===== config.mk =====
export PLATFORM = sky130hd
export DESIGN_NAME = imm_gen_pipe
export DESIGN_NICKNAME = d
export VERILOG_FILES = /design/src/rtl/imm_gen_pipe.sv
export SDC_FILE = /design/constraint.sdc
export NUM_CORES = 1
export LEC_CHECK = 0
export CAP_MARGIN = 10
export CORE_MARGIN = 5
export CORE_UTILIZATION = 30
export DETAILED_ROUTE_END_ITERATION = 8
export GPL_ROUTABILITY_DRIVEN = 0
export PLACE_DENSITY = 0.56
export REMOVE_ABC_BUFFERS = 1
export SLEW_MARGIN = 5
export SYNTH_ARGS = -nofsm -noshare
export SYNTH_HDL_FRONTEND = slang
export SYNTH_SLANG_ARGS = --single-unit

===== constraint.sdc =====
create_clock -name clk -period 2.38 [get_ports clk]
set_input_delay 0.357 -clock clk [delete_from_list [all_inputs] [get_ports clk]]
set_output_delay 0.357 -clock clk [all_outputs]
set_load 0.005 [all_outputs]

===== src/rtl/imm_gen_pipe.sv =====
// Registered, handshaked RV32I immediate decoder with a saturating illegal-opcode counter.
// Optional: define IMMGEN_SKID_EN to add a 1-entry skid buffer and a registered in_ready.
module imm_gen_pipe #(
    parameter int INTRSIZE = 32,
    parameter int IMMSIZE  = 32,
    parameter int CNT_W    = 8
) (
    input  logic                clk,
    input  logic                reset,
    input  logic                in_valid,
    output logic                in_ready,
    input  logic [INTRSIZE-1:0] instruction,
    output logic                out_valid,
    input  logic                out_ready,
    output logic [IMMSIZE-1:0]  immediate,
    output logic [2:0]          imm_fmt,
    output logic                illegal,
    output logic [CNT_W-1:0]    illegal_cnt
);

    localparam logic [6:0] OPC_OP_IMM = 7'b0010011;
    localparam logic [6:0] OPC_LOAD   = 7'b0000011;
    localparam logic [6:0] OPC_JALR   = 7'b1100111;
    localparam logic [6:0] OPC_SYSTEM = 7'b1110011;
    localparam logic [6:0] OPC_STORE  = 7'b0100011;
    localparam logic [6:0] OPC_BRANCH = 7'b1100011;
    localparam logic [6:0] OPC_LUI    = 7'b0110111;
    localparam logic [6:0] OPC_AUIPC  = 7'b0010111;
    localparam logic [6:0] OPC_JAL    = 7'b1101111;
    localparam logic [6:0] OPC_OP     = 7'b0110011;
    localparam logic [6:0] OPC_FENCE  = 7'b0001111;

    localparam logic [2:0] FMT_NONE  = 3'd0;
    localparam logic [2:0] FMT_I     = 3'd1;
    localparam logic [2:0] FMT_S     = 3'd2;
    localparam logic [2:0] FMT_B     = 3'd3;
    localparam logic [2:0] FMT_U     = 3'd4;
    localparam logic [2:0] FMT_J     = 3'd5;
    localparam logic [2:0] FMT_SHAMT = 3'd6;

    typedef struct packed {
        logic [31:0] imm;
        logic [2:0]  fmt;
        logic        ill;
    } dec_t;

    function automatic dec_t decode(input logic [31:0] i);
        dec_t d;
        d.imm = '0;
        d.fmt = FMT_NONE;
        d.ill = 1'b0;
        case (i[6:0])
            OPC_OP_IMM: begin
                if (i[13:12] == 2'b01) begin
                    d.imm = {27'b0, i[24:20]};
                    d.fmt = FMT_SHAMT;
                end else begin
                    d.imm = {{20{i[31]}}, i[31:20]};
                    d.fmt = FMT_I;
                end
            end
            OPC_LOAD, OPC_JALR, OPC_SYSTEM: begin
                d.imm = {{20{i[31]}}, i[31:20]};
                d.fmt = FMT_I;
            end
            OPC_STORE: begin
                d.imm = {{20{i[31]}}, i[31:25], i[11:7]};
                d.fmt = FMT_S;
            end
            OPC_BRANCH: begin
                d.imm = {{19{i[31]}}, i[31], i[7], i[30:25], i[11:8], 1'b0};
                d.fmt = FMT_B;
            end
            OPC_LUI, OPC_AUIPC: begin
                d.imm = {i[31:12], 12'b0};
                d.fmt = FMT_U;
            end
            OPC_JAL: begin
                d.imm = {{11{i[31]}}, i[31], i[19:12], i[20], i[30:21], 1'b0};
                d.fmt = FMT_J;
            end
            OPC_OP, OPC_FENCE: begin
                d.ill = 1'b0;
            end
            default: begin
                d.ill = 1'b1;
            end
        endcase
        return d;
    endfunction

    function automatic logic [CNT_W-1:0] sat_inc(input logic [CNT_W-1:0] c);
        return (&c) ? c : c + CNT_W'(1);
    endfunction

    dec_t             dec_in;
    logic             accept;
    logic             in_ready_int;
    logic             out_valid_q, out_valid_d;
    dec_t             out_q, out_d;
    logic [CNT_W-1:0] cnt_q, cnt_d;
    logic signed [31:0] imm_s;

`ifdef IMMGEN_SKID_EN
    logic skid_full_q, skid_full_d;
    dec_t skid_q, skid_d;

    // Skid entry, when full, is always older than anything at the input, so it drains first.
    always_comb begin
        dec_in       = decode(instruction[31:0]);
        out_valid_d  = out_valid_q;
        out_d        = out_q;
        skid_full_d  = skid_full_q;
        skid_d       = skid_q;
        cnt_d        = cnt_q;
        in_ready_int = !skid_full_q;
        accept       = in_valid && in_ready_int;
        if (skid_full_q) begin
            if (out_ready) begin
                out_d       = skid_q;
                out_valid_d = 1'b1;
                skid_full_d = 1'b0;
            end
        end else if (accept) begin
            if (!out_valid_q || out_ready) begin
                out_d       = dec_in;
                out_valid_d = 1'b1;
            end else begin
                skid_d      = dec_in;
                skid_full_d = 1'b1;
            end
        end else if (out_ready) begin
            out_valid_d = 1'b0;
        end
        if (accept && dec_in.ill) begin
            cnt_d = sat_inc(cnt_q);
        end
    end

    always_ff @(posedge clk) begin
        if (reset) begin
            skid_full_q <= 1'b0;
        end else begin
            skid_full_q <= skid_full_d;
        end
    end

    always_ff @(posedge clk) begin
        skid_q <= skid_d;
    end
`else
    always_comb begin
        dec_in       = decode(instruction[31:0]);
        out_valid_d  = out_valid_q;
        out_d        = out_q;
        cnt_d        = cnt_q;
        in_ready_int = !out_valid_q || out_ready;
        accept       = in_valid && in_ready_int;
        if (accept) begin
            out_d       = dec_in;
            out_valid_d = 1'b1;
        end else if (out_ready) begin
            out_valid_d = 1'b0;
        end
        if (accept && dec_in.ill) begin
            cnt_d = sat_inc(cnt_q);
        end
    end
`endif

    // Output register stage
    always_ff @(posedge clk) begin
        if (reset) begin
            out_valid_q <= 1'b0;
            out_q       <= '0;
            cnt_q       <= '0;
        end else begin
            out_valid_q <= out_valid_d;
            out_q       <= out_d;
            cnt_q       <= cnt_d;
        end
    end

    assign imm_s       = out_q.imm;
    assign immediate   = IMMSIZE'(imm_s);
    assign imm_fmt     = out_q.fmt;
    assign illegal     = out_q.ill;
    assign out_valid   = out_valid_q;
    assign illegal_cnt = cnt_q;
    assign in_ready    = in_ready_int;

endmodule


Word level (Yosys, flattened, before mapping)

Index checks and enable logic that the tools add are counted.
W data, S select, Z words.

$add $sub $neg: 1
Multiply operators: 0
Div/mod/pow operators: 0
Order comparisons: 0
Equal/unequal tests: 12
Shift-type cells: 0
Muxes and demuxes: 5
Bitwise logic cells: 1
Reduce and logical (&&, ||, !) cells: 10

Operator list:

| operator              | number |
|---|---|
| $pmux W35 S6          | 1 |
| $mux W35              | 1 |
| $eq A7 B7 Y1 const B  | 4 |
| $eq A7 B6 Y1 const B  | 3 |
| $eq A7 B5 Y1 const B  | 2 |
| $reduce_or A11 Y1     | 1 |
| $add A8 B1 Y8 const B | 1 |
| $reduce_and A8 Y1     | 1 |
| $eq A7 B2 Y1 const B  | 1 |
| $eq A7 B4 Y1 const B  | 1 |
| $mux W1               | 3 |
| $reduce_or A3 Y1      | 1 |
| $eq A2 B1 Y1 const B  | 1 |
| $logic_and A1 B1 Y1   | 2 |
| $reduce_and A2 Y1     | 1 |
| $reduce_bool A2 Y1    | 1 |
| $reduce_or A2 Y1      | 1 |
| $logic_not A1 Y1      | 1 |
| $logic_or A1 B1 Y1    | 1 |
| $not A1 Y1            | 1 |

Bits in registers: 45
Latch bits: 0
RAM bits: 0
Memory bits (read-only): 0
Input bits: 36
Output and inout bits: 46
Logic and storage cells: 34
Memories: 0

Depth between registers and ports, before layout

Gate-level depths: netlist of run 1.

Depth in word-level cells: 5
Mapped depth: 8
Mapped depth without buffers: 6

Least setup slack after synthesis of run 1

Ideal clock, no wire load.

Kind: input to register
Start point: in instruction[6]
End point: reg cnt_q[7], in the netlist illegal_cnt[7]
Library setup time: 0.121 ns
Data arrival time: 1.739 ns
Data required time: 2.259 ns
Path slack: 0.520 ns
Stages on the path: 7
Cell sequence: buf_4 > xnor2_1 > a221oi_2 > a21oi_1 > buf_6 > nor4b_1 > mux2_2

Cells in the longest elaborated chain, start to end: 5

RTL lines:

| item                                 | line | text |
|---|---|---|
| from (decl)                          | 12   | `input logic [INTRSIZE-1:0] instruction,` |
| $eq A7 B7 Y1 (tied with other cells) | 52   | `case (i[6:0])` |
| $reduce_or A11 Y1 (no line) (*)      | --   |  |
| $mux W1 (*)                          | 52   |  |
| $logic_and A1 B1 Y1 (*)              | 165  | `if (accept && dec_in.ill) begin` |
| $reduce_and A2 Y1 (no line) (*)      | --   |  |
| to (signal assigned)                 | 180  | `cnt_q <= cnt_d;` |
| to (decl)                            | 101  | `logic [CNT_W-1:0] cnt_q, cnt_d;` |

Every way passes the cells marked *; elsewhere a longest branch is shown, timed or not.
A chain may end at the register's enable or synchronous reset.

Worst setup path after layout of run 1

Start point: in instruction[3]
End point: reg cnt_q[7], in the netlist illegal_cnt[7]

The elaborated chain is that of the path after synthesis.

==> results_dict.tcl, run 1 <==
set metrics [dict create \
    synth.most_common_cell "dfxtp_1" \
    maxCapViolations 0 \
    synth.ff_latch_count 45 \
    max_freq_ghz 0.4652 \
    dr.pass1.iters 5 \
    cts_inserted_buffers 5 \
    regArea_um2 900.9 \
    yosysWarningCount 0 \
    diodes 0 \
    grt_pass1_wl_um 10490 \
    coreArea_um2 7214 \
    area_growth_pct 53.90 \
    route.detailed.drc 0 \
    ys.flop_type "dfxtp_1" \
    finClkSkew_ns 0.004653 \
    synth_area_um2 2212 \
    power.density_nw_per_um2 460.1 \
    slew_viol_final 0 \
    grt_max_degree 17 \
    drive_gt1_frac 0.1628 \
    synthDistinctLibCells 50 \
    synthArstFlopShare 0 \
    p_sw_uw 374.0 \
    period_minus_slack_ns 2.149 \
    synth-edff-count 0 \
    root_buffer "clkbuf_8" \
    die_area_um2 9191 \
    synth_top_cell_area_share 0.4072 \
    swShare 0.2388 \
    use_met3 0.04144 \
    worst-setup-path-type "in -> reg" \
    cp_cell_sequence "clkdlybuf4s50_1, and3b_1, a221oi_2, a21oi_1, nor4b_1, mux2_2" \
    tritoncts "built" \
    initial_core_util 0.3066 \
    wl_per_cell_um 14.53 \
    relSlewSlack 0.6682 \
    ctsLongestPathBuffers 2 \
    worst_pin_slew_ns 0.4978 \
    finalPower_uw 1566 \
    setup_viol 0 \
    num_vias 2214 \
    antenna_left 0 \
    pwr-share-seq 0.488 \
    postCtsSetupBuffers 0 \
    synth_area_leader_cell "dfxtp_1" \
    seq_area_frac_synth 0.4072 \
    fillers 745 \
    startpoint_type "primary input" \
    grt_pass1_vias 2157 \
    rrSetupSlack_ns 0.55 \
    std_cell_rows 31 \
    p_int_uw 1192 \
    antenna_found_initial 0 \
    post_synth_most_frequent_cells "45 x dfxtp_1, 26 x nand2_1, 15 x a221o_1, 15 x nor2_1, 12 x a21oi_1" \
    power_leakage_uw 0.001271 \
    synth_cells 242 \
    power_frac_clock 0.372 \
    ctsHtreeMaxLevel 2 \
    ir_drop_v 0.0002271 \
    path_clk_slew_ns 0.09 \
    cp_slowest_stage_delay_ns 0.52 \
    end_kind "flip-flop" \
    dieWidth_um 95.87 \
    globalRouteMet2Util 0.2195 \
    hold_buffers 0 \
    critPathArrivalTime_ns 2.35 \
    multi_input_area_um2 1171 \
    ios 82 \
    final_net_count 380 \
    drt_iter0_drc 71 \
    port-buffer-count 81 \
    fin_crit_sh 0.9031 \
    status "completed" \
    grt-busiest-layer "met2" \
    wirelength_um 6435 \
    cts.repair.resized 0 \
    cpMaxStageDelayCell "clkdlybuf4s50_1" \
    cts.sinks 45 \
    hold_violations 0 \
    post-dp-hpwl_um 5006 \
    met1_usage 0.1926 \
    grt_use_total 0.1424 \
    die-height_um 95.87 \
    hold_path_class "reg -> reg" \
    required_ns 2.58 \
    ys_top_cells_by_area "dfxtp_1 41%, a221o_1 6.8%, nand2_1 4.4%, a22oi_1 3.1%, a21oi_1 2.7%" \
    rsz0062_at_grt "false" \
    combPwrFrac 0.140 \
    finalSetupTns_ns 0 \
    synth_area_per_cell_um2 9.141 \
    worst-path-max-fanout 7 \
    overflow 0 \
    via_per_inst 4.998 \
    clkLatencyLatePin_ns 0.30 \
]
## area by class of cell
type / count / share of cell area
Sequential cell: 45 / 0.2646
Clock inverter: 2 / 0.01139
Clock buffer: 6 / 0.02132
Inverter: 5 / 0.005513
Multi-Input combinational cell: 171 / 0.3440
Tap cell: 99 / 0.03638
Timing Repair Buffer: 115 / 0.3168
## per-layer routing
metal	routed length (µm)	up-vias
met3	492	8
met1	3018	1044
li1	-	1098
met5	0	-
met4	83	0
met2	2840	64
## worst max-delay path, delay by kind of cell
| family | cells | cell delay (ns) |
|---|---|---|
| simple gates | 2 | 0.64 |
| compound gates | 2 | 0.46 |
| mux | 1 | 0.37 |
| buf+inv | 1 | 0.52 |
## final timing paths
| path | start | endpoint | depth (start not counted) |
|---|---|---|---|
| worst max-delay path | instruction[3] | illegal_cnt[7] | 6 |
| worst min-delay path | immediate[13] | immediate[13] | 2 |
| worst max register to register | illegal_cnt[0] | illegal_cnt[7] | 6 |
| worst min register to register | immediate[13] | immediate[13] | 2 |
## through the flow
step                        util  hold slack, ns  setup slack (ns)  std cells  area (µm²)
after floorplan                -          0.4261            0.1937        221        2082
after global placement    0.4565          0.4383          -0.06828        435        3293
after detailed placement  0.4565          0.4428           -0.1629        435        3293
after CTS                 0.4719          0.4549            0.2052        443        3405
after global routing      0.4719          0.4775           0.04368        443        3405
final                     0.4719          0.4501            0.2306        443        3405
## power by group through the flow
stage	registers [µW]	clock network, µW	logic, µW
global placement	783	0	219
global route	767	631	239
detailed placement	782	0	219
finish	765	582	219
CTS	765	609	220
floorplan	782	0	67.5
## registers in the layout (all words and copies together), names as in the netlist
| name | cells |
|---|---|
| illegal_cnt | 8 |
| imm_fmt | 3 |
| immediate | 32 |
| out_valid | 1 |
| illegal | 1 |
## cell usage in the layout (no fill, tap or decap), types with 3 or more instances in the layout
cell type / instances
mux2_2: 5
a22oi_1: 9
a221o_1: 15
a21o_1: 5
nand3_1: 5
inv_1: 5
dfxtp_1: 45
nand2_1: 26
nor3_1: 7
nand2b_1: 4
or4_1: 3
buf_4: 33
o211ai_1: 6
clkbuf_8: 5
and3b_1: 3
o21ai_0: 3
nor2b_1: 6
and2_1: 5
clkdlybuf4s50_1: 81
nor2_1: 14
a21oi_1: 12
o21ai_1: 8
## logic make-up after synthesis
family / Yosys count / synth area share
adder cells (fa/ha/maj): 1 / 0.005655
AO/OA/AOI/OAI: 72 / 0.2556
flip-flops: 45 / 0.4072
multiplexers: 6 / 0.02998
buffers and inverters: 26 / 0.06731
AND/OR/NAND/NOR: 90 / 0.2262
XOR/XNOR: 2 / 0.007920
No activity file was read; power rests on OpenSTA's default activity.
==> inputs of run 2 (changes only) <==
--- a/config.mk
+++ b/config.mk
@@ -9,7 +9,6 @@
 export CORE_MARGIN = 5
 export CORE_UTILIZATION = 30
 export DETAILED_ROUTE_END_ITERATION = 8
-export GPL_ROUTABILITY_DRIVEN = 0
 export PLACE_DENSITY = 0.56
 export REMOVE_ABC_BUFFERS = 1
 export SLEW_MARGIN = 5
==> results_dict.tcl, run 2 (synthesized netlist as in run 1, its figures left out) <==
set metrics [dict create \
    status "completed" \
    postCtsSetupBuffers 0 \
    wirelength_um 6599 \
    hold_depth 2 \
    dr.pass1.iters 4 \
    finalPower_uw 1696 \
    hold-worst-slack_ns 0.4516 \
    route.detailed.drc 0 \
    drt_iter0_drc 62 \
    power.density_nw_per_um2 495.5 \
    die_area_um2 9191 \
    place_congestion 0.8076 \
    final_common_cell "clkdlybuf4s50_1" \
    reg2reg_to "illegal_cnt[7]" \
    antenna_found_initial 0 \
    layout_common_cells "81 x clkdlybuf4s50_1, 45 x dfxtp_1, 32 x buf_4" \
    hold_violations 0 \
    wl_per_cell_um 14.93 \
    largest_reg_flops 32 \
    required_ns 2.57 \
    setup.worst_path.start "instruction[3]" \
    hold_path_class "reg -> reg" \
    startpoint_type "primary input" \
    final_net_count 379 \
    diodes 0 \
    fin_area_um2 3423 \
    ir_drop_v 0.0002262 \
    timing.rr.start "illegal_cnt[0]" \
    worst-path-max-fanout 8 \
    cts.repair.resized 0 \
    critPathArrivalTime_ns 2.36 \
    ff2ff_path_depth 6 \
    setup_viol 0 \
    cts_inserted_buffers 5 \
    cts.sinks 45 \
    area_growth_pct 54.75 \
    initial_core_util 0.3066 \
    ctsLongestPathBuffers 2 \
    root_buffer "clkbuf_8" \
    worst-setup-path-type "in -> reg" \
    grt_use_total 0.1451 \
    finClkSkew_ns 0.006297 \
    grt_pass1_vias 2099 \
    post-dp-hpwl_um 5093 \
    port-buffer-count 81 \
    maxCapViolations 0 \
    rsz0062_at_grt "false" \
    relSlewSlack 0.6079 \
    crit_end "illegal_cnt[2]" \
    grt_pass1_wl_um 10470 \
    tritoncts "built" \
    postPlaceCellArea_um2 3286 \
    num_vias 2224 \
    via_per_inst 5.032 \
    slew_viol_final 0 \
    drive_gt1_frac 0.1633 \
    power_leakage_uw 0.001280 \
    rrSetupSlack_ns 0.57 \
    std_cell_rows 31 \
    period_minus_slack_ns 2.169 \
    overflow 0 \
    end_kind "flip-flop" \
    worst_pin_slew_ns 0.5881 \
    dieWidth_um 95.87 \
    path_clk_slew_ns 0.09 \
    clkLatencyLatePin_ns 0.30 \
    ctsHtreeMaxLevel 2 \
    fin_crit_sh 0.9114 \
    die-height_um 95.87 \
    hold_buffers 0 \
    antenna_left 0 \
    coreArea_um2 7214 \
    max_freq_ghz 0.4610 \
    ios 82 \
    grt_max_degree 19 \
]
run 2: how the worst min path moves through the flow:
stage,from,slack (ns),endpoint
finish,immediate[17],0.45,immediate[17]
global route,immediate[19],0.48,immediate[19]
CTS,immediate[17],0.46,immediate[17]
detailed placement,immediate[17],0.44,immediate[17]
global placement,imm_fmt[1],0.44,imm_fmt[1]
floorplan,reset,0.43,illegal_cnt[0]
run 2: final cells by class:
| class | count | area, µm² |
|---|---|---|
| Inverter | 5 | 18.77 |
| Multi-Input combinational cell | 171 | 1171 |
| Clock inverter | 3 | 68.82 |
| Timing Repair Buffer | 114 | 1071 |
| Clock buffer | 5 | 68.82 |
| Fill cell | 718 | 3791 |
| Sequential cell | 45 | 900.9 |
| Tap cell | 99 | 123.9 |
run 2: metrics by stage:
| step | std cells | TNS [ns] | utilization | worst slack, ns |
|---|---|---|---|---|
| after floorplan | 221 | 0 | - | 0.1937 |
| final | 442 | 0 | 0.4745 | 0.2109 |
| after detailed placement | 434 | -0.8082 | 0.4554 | -0.1277 |
| after global placement | 434 | -0.2014 | 0.4554 | -0.05573 |
| after global routing | 442 | 0 | 0.4745 | 0.06140 |
| after CTS | 442 | 0 | 0.4745 | 0.2136 |
run 2: per-layer routing:
| metal | routed length (µm) | global-route usage | vias to the layer above |
|---|---|---|---|
| li1 | - | - | 1100 |
| met2 | 3000 | 0.2293 | 74 |
| met1 | 3100 | 0.1977 | 1044 |
| met4 | 53 | 0.03199 | 0 |
| met5 | 0 | 0 | - |
| met3 | 444 | 0.03909 | 6 |
run 2: power by group:
group / internal [µW] / switching, µW / total [µW]
clock: 423 / 289 / 712
combinational: 117 / 102 / 219
sequential: 759 / 6.11 / 765
total: 1300 / 397 / 1700
run 2: critical path: stages:
cell and delay, ns:
clkdlybuf4s50_1 0.51, and3b_1 0.24, a221oi_2 0.27, a21oi_1 0.23, buf_4 0.21, nor3_1 0.19, mux2_2 0.35
